<file path="src/rtl/chunked_serial_adder_if.sv">
// Operand/result handshake bundle for chunked_serial_adder.
// Defining CSA_SIGNED_OVF_EN adds the ovf signal.
interface chunked_serial_adder_if #(
    parameter int unsigned N = 8
);
    logic         in_valid;
    logic         in_ready;
    logic [N-1:0] num1;
    logic [N-1:0] num2;
    logic         sub;
    logic         out_valid;
    logic         out_ready;
    logic [N:0]   result;
    logic         busy;
`ifdef CSA_SIGNED_OVF_EN
    logic         ovf;
`endif

    modport master (
        output in_valid, num1, num2, sub, out_ready,
`ifdef CSA_SIGNED_OVF_EN
        input  ovf,
`endif
        input  in_ready, out_valid, result, busy
    );

    modport slave (
        input  in_valid, num1, num2, sub, out_ready,
`ifdef CSA_SIGNED_OVF_EN
        output ovf,
`endif
        output in_ready, out_valid, result, busy
    );
endinterface

</file>
<file path="src/rtl/chunked_serial_adder.sv">
// Multi-cycle adder/subtractor: W bits per clock, LSB chunk first, carry held between cycles.
// Optional CSA_SIGNED_OVF_EN macro adds a two's-complement overflow flag (ovf).
module chunked_serial_adder #(
    parameter int unsigned N = 8,
    parameter int unsigned W = 2
) (
    input logic                   clk,
    input logic                   rst,
    chunked_serial_adder_if.slave bus
);
    localparam int unsigned Chunks = N / W;
    localparam int unsigned CntW   = (Chunks > 1) ? $clog2(Chunks) : 1;

    typedef enum logic [1:0] {StIdle, StRun, StDone} state_e;

    state_e          state_q, state_d;
    logic [N-1:0]    a_q, a_d;
    logic [N-1:0]    b_q, b_d;
    logic            carry_q, carry_d;
    logic [CntW-1:0] cnt_q, cnt_d;
    logic [N:0]      res_q, res_d;
    logic [W:0]      chunk_sum;
    logic            last_chunk;

    // Operands shift right each RUN cycle so the live chunk is always in the low W bits.
    assign chunk_sum  = {1'b0, a_q[W-1:0]} + {1'b0, b_q[W-1:0]} + {{W{1'b0}}, carry_q};
    assign last_chunk = (cnt_q == CntW'(Chunks - 1));

`ifdef CSA_SIGNED_OVF_EN
    logic ovf_q, ovf_d;
    logic msb_cin;
    assign msb_cin = a_q[W-1] ^ b_q[W-1] ^ chunk_sum[W-1];
`endif

    always_comb begin
        state_d = state_q;
        a_d     = a_q;
        b_d     = b_q;
        carry_d = carry_q;
        cnt_d   = cnt_q;
        res_d   = res_q;
`ifdef CSA_SIGNED_OVF_EN
        ovf_d   = ovf_q;
`endif
        unique case (state_q)
            StIdle: begin
                if (bus.in_valid) begin
                    a_d     = bus.num1;
                    b_d     = bus.sub ? ~bus.num2 : bus.num2;
                    carry_d = bus.sub;
                    cnt_d   = '0;
                    state_d = StRun;
                end
            end
            StRun: begin
                a_d     = a_q >> W;
                b_d     = b_q >> W;
                carry_d = chunk_sum[W];
                for (int unsigned k = 0; k < Chunks; k++) begin
                    if (cnt_q == CntW'(k)) res_d[k*W +: W] = chunk_sum[W-1:0];
                end
                if (last_chunk) begin
                    res_d[N] = chunk_sum[W];
`ifdef CSA_SIGNED_OVF_EN
                    ovf_d    = msb_cin ^ chunk_sum[W];
`endif
                    state_d  = StDone;
                end else begin
                    cnt_d = cnt_q + CntW'(1);
                end
            end
            StDone: begin
                if (bus.out_ready) state_d = StIdle;
            end
            default: state_d = StIdle;
        endcase
    end

    always_ff @(posedge clk) begin
        if (rst) begin
            state_q <= StIdle;
            a_q     <= '0;
            b_q     <= '0;
            carry_q <= 1'b0;
            cnt_q   <= '0;
            res_q   <= '0;
`ifdef CSA_SIGNED_OVF_EN
            ovf_q   <= 1'b0;
`endif
        end else begin
            state_q <= state_d;
            a_q     <= a_d;
            b_q     <= b_d;
            carry_q <= carry_d;
            cnt_q   <= cnt_d;
            res_q   <= res_d;
`ifdef CSA_SIGNED_OVF_EN
            ovf_q   <= ovf_d;
`endif
        end
    end

    assign bus.in_ready  = (state_q == StIdle);
    assign bus.out_valid = (state_q == StDone);
    assign bus.busy      = (state_q != StIdle);
    assign bus.result    = res_q;
`ifdef CSA_SIGNED_OVF_EN
    assign bus.ovf       = ovf_q;
`endif
endmodule

</file>
<file path="src/flat_wrapper.sv">
// flat-port wrapper written by rule: the top's interface ports become plain ports
module chunked_serial_adder_flat 
#(
    parameter int unsigned N = 8,
    parameter int unsigned W = 2
)
  (clk, rst, bus_in_valid, bus_num1, bus_num2, bus_sub, bus_out_ready, bus_in_ready, bus_out_valid, bus_result, bus_busy);
  chunked_serial_adder_if #(.N(N)) bus_i ();
  input logic clk;
  input logic rst;
  input wire logic [$bits(bus_i.in_valid)-1:0] bus_in_valid;
  input wire logic [$bits(bus_i.num1)-1:0] bus_num1;
  input wire logic [$bits(bus_i.num2)-1:0] bus_num2;
  input wire logic [$bits(bus_i.sub)-1:0] bus_sub;
  input wire logic [$bits(bus_i.out_ready)-1:0] bus_out_ready;
  output wire logic [$bits(bus_i.in_ready)-1:0] bus_in_ready;
  output wire logic [$bits(bus_i.out_valid)-1:0] bus_out_valid;
  output wire logic [$bits(bus_i.result)-1:0] bus_result;
  output wire logic [$bits(bus_i.busy)-1:0] bus_busy;
  assign bus_i.in_valid = bus_in_valid;
  assign bus_i.num1 = bus_num1;
  assign bus_i.num2 = bus_num2;
  assign bus_i.sub = bus_sub;
  assign bus_i.out_ready = bus_out_ready;
  assign bus_in_ready = bus_i.in_ready;
  assign bus_out_valid = bus_i.out_valid;
  assign bus_result = bus_i.result;
  assign bus_busy = bus_i.busy;
  chunked_serial_adder #(.N(N), .W(W)) u_core (.clk(clk), .rst(rst), .bus(bus_i));
endmodule
</file>
<file path="config.mk">
export PLATFORM = sky130hd
export DESIGN_NAME = chunked_serial_adder_flat
export DESIGN_NICKNAME = d
export VERILOG_FILES = /design/src/rtl/chunked_serial_adder_if.sv /design/src/rtl/chunked_serial_adder.sv /design/src/flat_wrapper.sv
export SDC_FILE = /design/constraint.sdc
export NUM_CORES = 1
export LEC_CHECK = 0
export ABC_AREA = 1
export CAP_MARGIN = 20
export CORE_ASPECT_RATIO = 0.5
export CORE_UTILIZATION = 40
export DETAILED_ROUTE_END_ITERATION = 8
export PLACE_DENSITY = 0.77
export SYNTH_ARGS = -nofsm -noshare
export SYNTH_HDL_FRONTEND = slang
export SYNTH_SLANG_ARGS = --single-unit
</file>
<file path="constraint.sdc">
create_clock -name clk -period 2 [get_ports clk]
set_input_delay 0.3 -clock clk [delete_from_list [all_inputs] [get_ports clk]]
set_output_delay 0.3 -clock clk [all_outputs]
set_load 0.005 [all_outputs]
</file>
==> metrics.txt, run 1 <==
final worst setup slack 0.2485 ns; Clk pwr share 0.334; DPL Wire Length 2281 µm; GPL Wtd Cong 0.7886; vias in the first global route 1189; DR WL met3 113 µm; Unique masters post-synth 18; crit path capture type output port; final worst-path cycle share 0.8758; skew final 0.004267 ns; sequential share of power 0.490; top sig layer met4; Hold Crit Class reg2reg; Post-Route WL 3183 µm; CTS resizes 0; Post-Synth Adder-Cell Area 0.05980; Syn Inst Count 226; Post-Route Setup TNS 0 ns; CP startpoint kind flip-flop; Slew Limit Fails 0; ratio of cells with drive above 1 in the final layout 0.04598; setup violators final 0; syn_nets 253; routed vias/inst 4.526; worst path cell trace inv_1 > nor2_1 > clkdlybuf4s50_1; postcts setup bufs 0; Seq cells post-synth 30; via count 1412; fmax 0.5709 GHz; Internal 0.9757 mW; simple-gate share of the synthesized area 0.3380; run status completed; synthesized area 1506 µm²; Clock Latency Late Sink 0.28 ns; sequential share of the synthesized area 0.3987; Reg-to-Reg Start u_core.b_q[0]$_SDFFE_PP0P_; crit-path max FO 4; Sw Ratio 0.2662; n_diodes 0; CP max stage delay 0.52 ns; post-place setup slack 0.3121 ns; Setup Crit Path Kind reg2out; Initial Util 0.4292; R2R Setup Slk 0.30 ns; XOR/XNOR Fraction of Synth Area 0.01163; R2R cell count 6; Slowest cell on crit path clkdlybuf4s50_1; grt ovf 0; r2r endpoint u_core.bus.result[5]$_SDFFE_PP0P_; drt drc 0; Hold Vio Cnt, Final 0; chip width 88.79 µm; M1 wire length 1616 µm; Worst EP required 1.70 ns; Setup crit end bus_out_valid; PwrDens 686.0 nW/µm²; Compound-Gate Fraction of Synth Area 0.08555; first-pass GRT wire length 5257 µm; CTS HTree Levels 2; core box area 3510 µm²; clock root cell clkbuf_8; nets@finish 288; crit path from u_core.state_q[1]$_SDFFE_PP0P_; wire per inst 10.20 µm; unrepaired setup endpoints after global routing false; CTS Buf Count 5; Layout fillers 361; Routed Antenna Nets 0; PnR Total Power 1.330 mW; Slew @ Worst Pin 0.4634 ns; Die ar. 4031 µm²; antenna violations before repair 0; Leakage 0.8889 nW; main combinational cell family by area after synthesis simple AND/OR/NAND/NOR gates; Die Y 45.40 µm; Worst path depth 3; min cycle time layout 1.752 ns; synth-to-layout area growth 28.65%; cell family with the largest share of critical-path delay buffers and inverters; hold depth 2; num ports 33; largest net degree at the start of global routing 18; relative slew slack 0.6907; VDD IR max 0.0003036 V; most used cells in the layout excluding fill and tap cells nand2_1 (89), clkdlybuf4s50_1 (32), dfxtp_1 (30); Total Routing Usage GR 0.1838; Site Rows 15; Clk pin slew, worst setup/hold paths 0.06 ns; DR iter-0 viols 75; CP Data Arrival Time 1.45 ns; multiplexer share of the synthesized area 0; met2 WL 1376 µm; syn avg cell area 6.666 µm²; worst path bufs/invs 2; 1st-pass router iterations 4; TritonCTS clock tree done; Clock Path Buffers 2; Switching Power 0.3539 mW; commonest non-fill, non-tap cell in the layout nand2_1; max-cap viol count 0; clock sink total 30; hold buffer count at CTS 0; Logic pwr share 0.176; buffers added on ports 32; Synth warnings 0
cells in the mapped netlist:
cell type / instances / share of area
a21oi_1: 15 / 0.050
buf_2: 2 / 0.0066
buf_6: 3 / 0.022
clkbuf_1: 2 / 0.0050
dfxtp_1: 30 / 0.40
fa_1: 2 / 0.027
ha_1: 4 / 0.033
inv_1: 28 / 0.070
inv_2: 1 / 0.0025
nand2_1: 89 / 0.22
nand3_1: 15 / 0.050
nand3b_1: 1 / 0.0050
nor2_1: 20 / 0.050
nor2_2: 1 / 0.0042
nor2_4: 1 / 0.0075
o21ai_0: 9 / 0.030
o21ai_2: 1 / 0.0058
xor2_1: 2 / 0.012
per-layer routing:
| metal | GRT usage | vias up |
|---|---|---|
| li1 | - | 756 |
| met1 | 0.2390 | 622 |
| met2 | 0.2815 | 28 |
| met3 | 0.04348 | 6 |
| met4 | 0.1161 | 0 |
| met5 | 0 | - |
stage by stage:
stage | hold WS, ns | util | area, µm² | std cells
global route | 0.4838 | 0.5522 | 1938 | 312
global placement | 0.4473 | 0.5305 | 1862 | 305
finish | 0.4624 | 0.5522 | 1938 | 312
detailed placement | 0.4538 | 0.5305 | 1862 | 305
CTS | 0.4637 | 0.5522 | 1938 | 312
floorplan | 0.4434 | - | 1506 | 226
cells by family (layout without fill, tap and decap cells):
kind of cell	after synthesis	after routing
buffers and inverters	36	71
xor gates and xnor gates	2	2
AOI/OAI and AO/OA	25	25
and+or+nand+nor	127	127
adders and majority gates	6	6
DFF	30	30
state kept, by name (all words and copies together), names as in the netlist:
name and flops:
u_core.b_q 8, u_core.state_q 2, u_core.bus.result 9, u_core.cnt_q 2
u_core.carry_q 1, u_core.a_q 8
layout make-up:
| class | instances | area (µm²) | share of cell area |
|---|---|---|---|
| multi-input cells | 160 | 745.7 | 0.3848 |
| flip-flops and latches | 30 | 600.6 | 0.3099 |
| repair buffers | 35 | 342.8 | 0.1769 |
| inverters | 29 | 108.9 | 0.05617 |
| clock buffers | 7 | 76.32 | 0.03938 |
| well taps | 51 | 63.81 | 0.03292 |
power groups by stage:
stage / clock, mW / combinational, mW / sequential (mW)
final: 0.444 / 0.234 / 0.651
after global routing: 0.487 / 0.267 / 0.655
after CTS: 0.460 / 0.236 / 0.651
after detailed placement: 0 / 0.235 / 0.663
after global placement: 0 / 0.231 / 0.662
after floorplan: 0 / 0.148 / 0.660
how the worst min path moves through the flow:
stage          slack (ns)                                end                               from
6_report             0.46  u_core.bus.result[4]$_SDFFE_PP0P_  u_core.bus.result[4]$_SDFFE_PP0P_
5_1_grt              0.48  u_core.bus.result[7]$_SDFFE_PP0P_  u_core.bus.result[7]$_SDFFE_PP0P_
4_1_cts              0.46  u_core.bus.result[2]$_SDFFE_PP0P_  u_core.bus.result[2]$_SDFFE_PP0P_
3_5_place_dp         0.45  u_core.bus.result[2]$_SDFFE_PP0P_  u_core.bus.result[2]$_SDFFE_PP0P_
3_3_place_gp         0.45  u_core.bus.result[0]$_SDFFE_PP0P_  u_core.bus.result[0]$_SDFFE_PP0P_
2_1_floorplan        0.44         u_core.a_q[6]$_SDFFE_PP0P_                        bus_num1[6]
tightest hold or removal path, delay by kind of cell (launching register included):
family / cells / cell delay, ns
AO/OA/AOI/OAI: 1 / 0.05
flip-flops: 1 / 0.31
AND/OR/NAND/NOR: 1 / 0.06
Power figures use the tool's default switching activity.
==> run 2: changes to the inputs <==
Settings changed: CORE_ASPECT_RATIO 0.5 to not set.
==> run 2 against run 1 <==
Critical path depth unchanged. Total power up 3.8%. Clock skew up 0.0057 ns. Wire length down 3.0%. Via count up 2.0%. Register-to-register slack worse by 0.03 ns. Setup slack better by 0.017 ns. Combinational power about the same.
==> metrics.txt, run 2 (synthesis gave the netlist of run 1 again) <==
Slew @ Worst Pin 0.4244 ns (-0.03908 ns); n_diodes 0 (unchanged); CP max stage delay 0.52 ns (about the same); wire per inst 10.02 µm (-1.8%); DPL Wire Length 2252 µm (-1.3%); 1st-pass router iterations 4 (unchanged); Clock Path Buffers 2 (unchanged); Post-Route WL 3087 µm (-3.0%); routed vias/inst 4.675 (+3.3%); synth-to-layout area growth 29.24%; Clk pin slew, worst setup/hold paths 0.07 ns (about the same); Setup crit end bus_out_valid; fmax 0.5765 GHz (+0.97%); vias in the first global route 1322 (+11%); postcts setup bufs 0 (unchanged); min cycle time layout 1.735 ns (-0.01688 ns); Worst EP required 1.70 ns (about the same); Leakage 0.8988 nW (+1.1%); run status completed; grt ovf 0 (unchanged); Post-Route Setup TNS 0 ns (unchanged); worst path cell trace inv_1 > nor2_1 > clkdlybuf4s50_1; core box area 3468 µm² (-1.2%); relative slew slack 0.7168 (+0.02608); Final Util 0.5613 (+0.009100); crit path from u_core.state_q[1]$_SDFFE_PP0P_; most used cells in the layout excluding fill and tap cells nand2_1 (89), clkdlybuf4s50_1 (32), dfxtp_1 (30); clock sink total 30 (unchanged); final worst-path cycle share 0.8673 (-0.008438); Clock Latency Late Sink 0.28 ns (about the same); Min Hold Slack 0.4599 ns (-0.002471 ns); crit-path max FO 4 (unchanged); Slew Limit Fails 0 (unchanged); chip width 63.37 µm (-29%); skew final 0.009954 ns (+0.005687 ns); buffers added on ports 32 (unchanged); CP Data Arrival Time 1.43 ns (-0.02 ns); setup violators final 0 (unchanged); largest net degree at the start of global routing 18 (unchanged); Total Routing Usage GR 0.1832 (-0.0005580); register area 600.6 µm² (unchanged); CTS Buf Count 5 (unchanged); Die Y 63.37 µm (+40%); Hold Vio Cnt, Final 0 (unchanged); Hold Crit Class reg2reg; commonest non-fill, non-tap cell in the layout nand2_1; crit path capture type output port; nets@finish 288 (unchanged); via count 1440 (+2.0%); first-pass GRT wire length 5685 µm (+8.1%); Routed Antenna Nets 0 (unchanged); R2R Setup Slk 0.27 ns (-0.03 ns); Slowest cell on crit path clkdlybuf4s50_1; DR iter-0 viols 108 (+44%); num ports 33 (unchanged); PwrDens 709.0 nW/µm² (+3.3%); R2R cell count 6 (unchanged); Layout fillers 363 (+0.55%); TritonCTS clock tree done; drt drc 0 (unchanged); ratio of cells with drive above 1 in the final layout 0.05344 (+0.007458); unrepaired setup endpoints after global routing false; max-cap viol count 0 (unchanged); Setup Crit Path Kind reg2out; VDD IR max 0.0003264 V (+7.5%); footprint of the multi-input gates 745.7 µm² (unchanged); CTS resizes 0 (unchanged); r2r endpoint u_core.bus.result[7]$_SDFFE_PP0P_; max reg flops 9 (unchanged); CTS HTree Levels 2 (unchanged); PnR Total Power 1.380 mW (+3.8%); antenna violations before repair 0 (unchanged); clock root cell clkbuf_8; GPL Wtd Cong 0.7820 (-0.84%); hold_sp u_core.bus.result[1]$_SDFFE_PP0P_; Site Rows 21 (+6); Die ar. 4016 µm² (-0.37%); hold buffer count at CTS 0 (unchanged); Initial Util 0.4343 (+0.005110); Reg-to-Reg Start u_core.carry_q$_SDFFE_PP0P_; CP startpoint kind flip-flop
-- run 2: worst min path at each step --
stage | end | slack (ns) | cells after the start
2_1_floorplan | u_core.a_q[6]$_SDFFE_PP0P_ | 0.44 | 2
3_3_place_gp | u_core.bus.result[1]$_SDFFE_PP0P_ | 0.45 | 2
3_5_place_dp | u_core.bus.result[1]$_SDFFE_PP0P_ | 0.45 | 2
4_1_cts | u_core.bus.result[1]$_SDFFE_PP0P_ | 0.46 | 2
5_1_grt | u_core.b_q[7]$_SDFFE_PP0P_ | 0.48 | 2
6_report | u_core.bus.result[1]$_SDFFE_PP0P_ | 0.46 | 2
-- run 2: final cells by class --
cell class              count  area share
repair buffers             35      0.1761
flip-flops and latches     30      0.3085
clock inverters             1    0.002571
clock buffers               7     0.04434
inverters                  29     0.05591
well taps                  46     0.02956
multi-input cells         160      0.3830
-- run 2: metal layers --
layer / track usage / share of wire
met1: 0.2130 / 0.46
met2: 0.3032 / 0.48
met3: 0.06159 / 0.042
met4: 0.07955 / 0.011
met5: 0 / 0
-- run 2: worst max-delay path: cells and delay by family, from the launching register on --
| kind | cells | cell delay (ns) |
|---|---|---|
| DFF | 1 | 0.39 |
| buffers and inverters | 2 | 0.63 |
| and+or+nand+nor | 1 | 0.14 |
-- run 2: stage by stage --
step	worst slack [ns]	cells	cell area (µm²)
after floorplan	0.4318	226	1506
after global placement	0.3271	300	1856
after detailed placement	0.2895	300	1856
after CTS	0.2473	308	1947
after global routing	0.1618	308	1947
final	0.2653	308	1947
-- run 2: power by group --
group | total, mW | internal [mW] | switching (mW)
logic | 0.232 | 0.105 | 0.127
registers | 0.651 | 0.632 | 0.0198
clock network | 0.497 | 0.277 | 0.220
total | 1.38 | 1.01 | 0.367
==> patch: new RTL, config.mk and constraints of run 1 <==
`N` is set to 8 in 3 places; all go to 16.
--- a/src/rtl/chunked_serial_adder_if.sv
+++ b/src/rtl/chunked_serial_adder_if.sv
@@ -2,5 +2,5 @@
 // Defining CSA_SIGNED_OVF_EN adds the ovf signal.
 interface chunked_serial_adder_if #(
-    parameter int unsigned N = 8
+    parameter int unsigned N = 16
 );
     logic         in_valid;
--- a/src/rtl/chunked_serial_adder.sv
+++ b/src/rtl/chunked_serial_adder.sv
@@ -2,5 +2,5 @@
 // Optional CSA_SIGNED_OVF_EN macro adds a two's-complement overflow flag (ovf).
 module chunked_serial_adder #(
-    parameter int unsigned N = 8,
+    parameter int unsigned N = 16,
     parameter int unsigned W = 2
 ) (
--- a/src/flat_wrapper.sv
+++ b/src/flat_wrapper.sv
@@ -2,5 +2,5 @@
 module chunked_serial_adder_flat 
 #(
-    parameter int unsigned N = 8,
+    parameter int unsigned N = 16,
     parameter int unsigned W = 2
 )
Interface: changed (resized bus_num1, bus_num2 and bus_result); port bits go from 33 to 57. No check against the original RTL was run, so the function may have changed too.
==> patch against run 1 <==
  * Synthesized area grew 81%
  * Sequential cell count grew 25
  * Worst setup slack lost 73 ps
  * Non-clock buffer count grew 29
  * Cell count grew 79%
  * Total power grew 100%
  * Utilization grew 0.31 points
  * Design area grew 81%
  * Sequential share of layout area grew 0.33 points
  * Maximum frequency shrank 4.0%
  * Wire length grew 85%
==> patch: results (changes against run 1) <==
Pwr
  • Reg power frac: 0.447 (-0.043)
  • Pint: 1.99 mW (+100%)
  • Leakage power: 1.60 nW (+80%)
  • Clock power share: 0.379 (+0.045)
  • Worst ir drop on vdd: 0.412 mV (+36%)
  • Switching part of the total: 0.260 (-0.00598)

Placement
  • Final Wtd Congestion: 0.744 (-5.7%)
  • Placed insts: 549 (+80%)
  • Placed cell areas: 0.00334 sq mm (+80%)
  • IO buf count: 56 (+75%)
  • DP Worst Slack: 223 ps (-89.1 ps)
  • Post-DP HPWL: 4.00 mm (+75%)

Finish
  • Max reg flops: 17 (+8)
  • # nets final: 513 (+78%)
  • Storage cell area: 0.00110 sq mm (+83%)
  • Fill count: 621 (+72%)
  • Share of layout cells above drive strength 1: 0.0469 (+0.000931)

GRT
  • GRT Total Usage: 0.173 (-0.0104)
  • First-pass GRT wire length: 9.70 mm (+85%)
  • Vias in the first global route: 2168 (+82%)
  • Largest net degree at the start of global routing: 31 (+13)

Synthesis
  • Most instantiated cells after synthesis: nand2_1, nor2_1, dfxtp_1
  • Adder-cell share of the synthesized area: 0.0421 (-0.0177)
  • Synth Area in XOR/XNOR: 0.00641 (-0.00522)
  • Ys async rst share: 0 (unchanged)
  • Avg Inst Size Synth: 6.54 sq um (-1.9%)
  • Complex-gate fraction of the synthesized area: 0.111 (+0.0257)
  • Syn nets: 463 (+83%)
  • Distinct cells, synth: 19 (+1)
  • Yosys warns: 0 (unchanged)
  • Top cells by area, synth: dfxtp_1, nand2_1, nor2_1

Floorplanning
  • Die X: 119 um (+34%)

Run status
  • Outcome: finished, final reports clean

Routing
  • Via density: 4.52 (-0.23%)
  • Routed wire length: 5.89 mm (+85%)
  • Pre-Repair DR Iteration Count: 4 (unchanged)
  • Routed wire per std cell: 10.6 um (+3.6%)
  • DRT iter0 DRCs: 85 (+13%)

STA
  • Clk_skew: 9.63 ps (+5.36 ps)
  • Relative slew slack: 0.731 (+0.0399)

Setup path
  • Data arrival, critical path: 2010 ps (+560 ps)
  • CP Launch Point: u_core.carry_q
  • Max Fanout on Critical Path: 7 (+3)

Clock tree
  • Post-CTS Setup Bufs: 0 (unchanged)
  • Clock Latency Late Sink: 300 ps (+20 ps)
  • CTS Root Cell: clkbuf_16

Hold path
  • Hold Path Origin: u_core.b_q[2]
  • Hold Crit Class: reg -> reg
patch: path summary, 6_finish.rpt:
path                          end  slack, ps  depth (start not counted)
max          u_core.bus.result[3]        180                          6
min                 u_core.b_q[2]        470                          2
max reg2reg  u_core.bus.result[3]        180                          6
min reg2reg         u_core.b_q[2]        470                          2
patch: metal layers:
metal  GRT usage  vias to the layer above  part of all wire
met5           0                        -                 0
met4      0.0723                        0             0.017
met3      0.0376                       10             0.044
met2       0.287                       48              0.46
met1       0.227                     1070              0.48
li1            -                     1387                 -
patch: cell type report:
| type | instances | share of cell area |
|---|---|---|
| Clock buffer | 6 | 0.0395 |
| Tap cell | 88 | 0.0313 |
| Sequential cell | 55 | 0.313 |
| Timing Repair Buffer | 64 | 0.177 |
| Inverter | 43 | 0.0459 |
| Clock inverter | 2 | 0.00996 |
| Multi-Input combinational cell | 299 | 0.384 |
patch: worst max-delay path: stages (launching register included):
cell     delay (ps)
dfxtp_1         330
inv_1            70
fa_1            430
fa_1            520
inv_1           120
o21ai_0         190
nor2_1           50
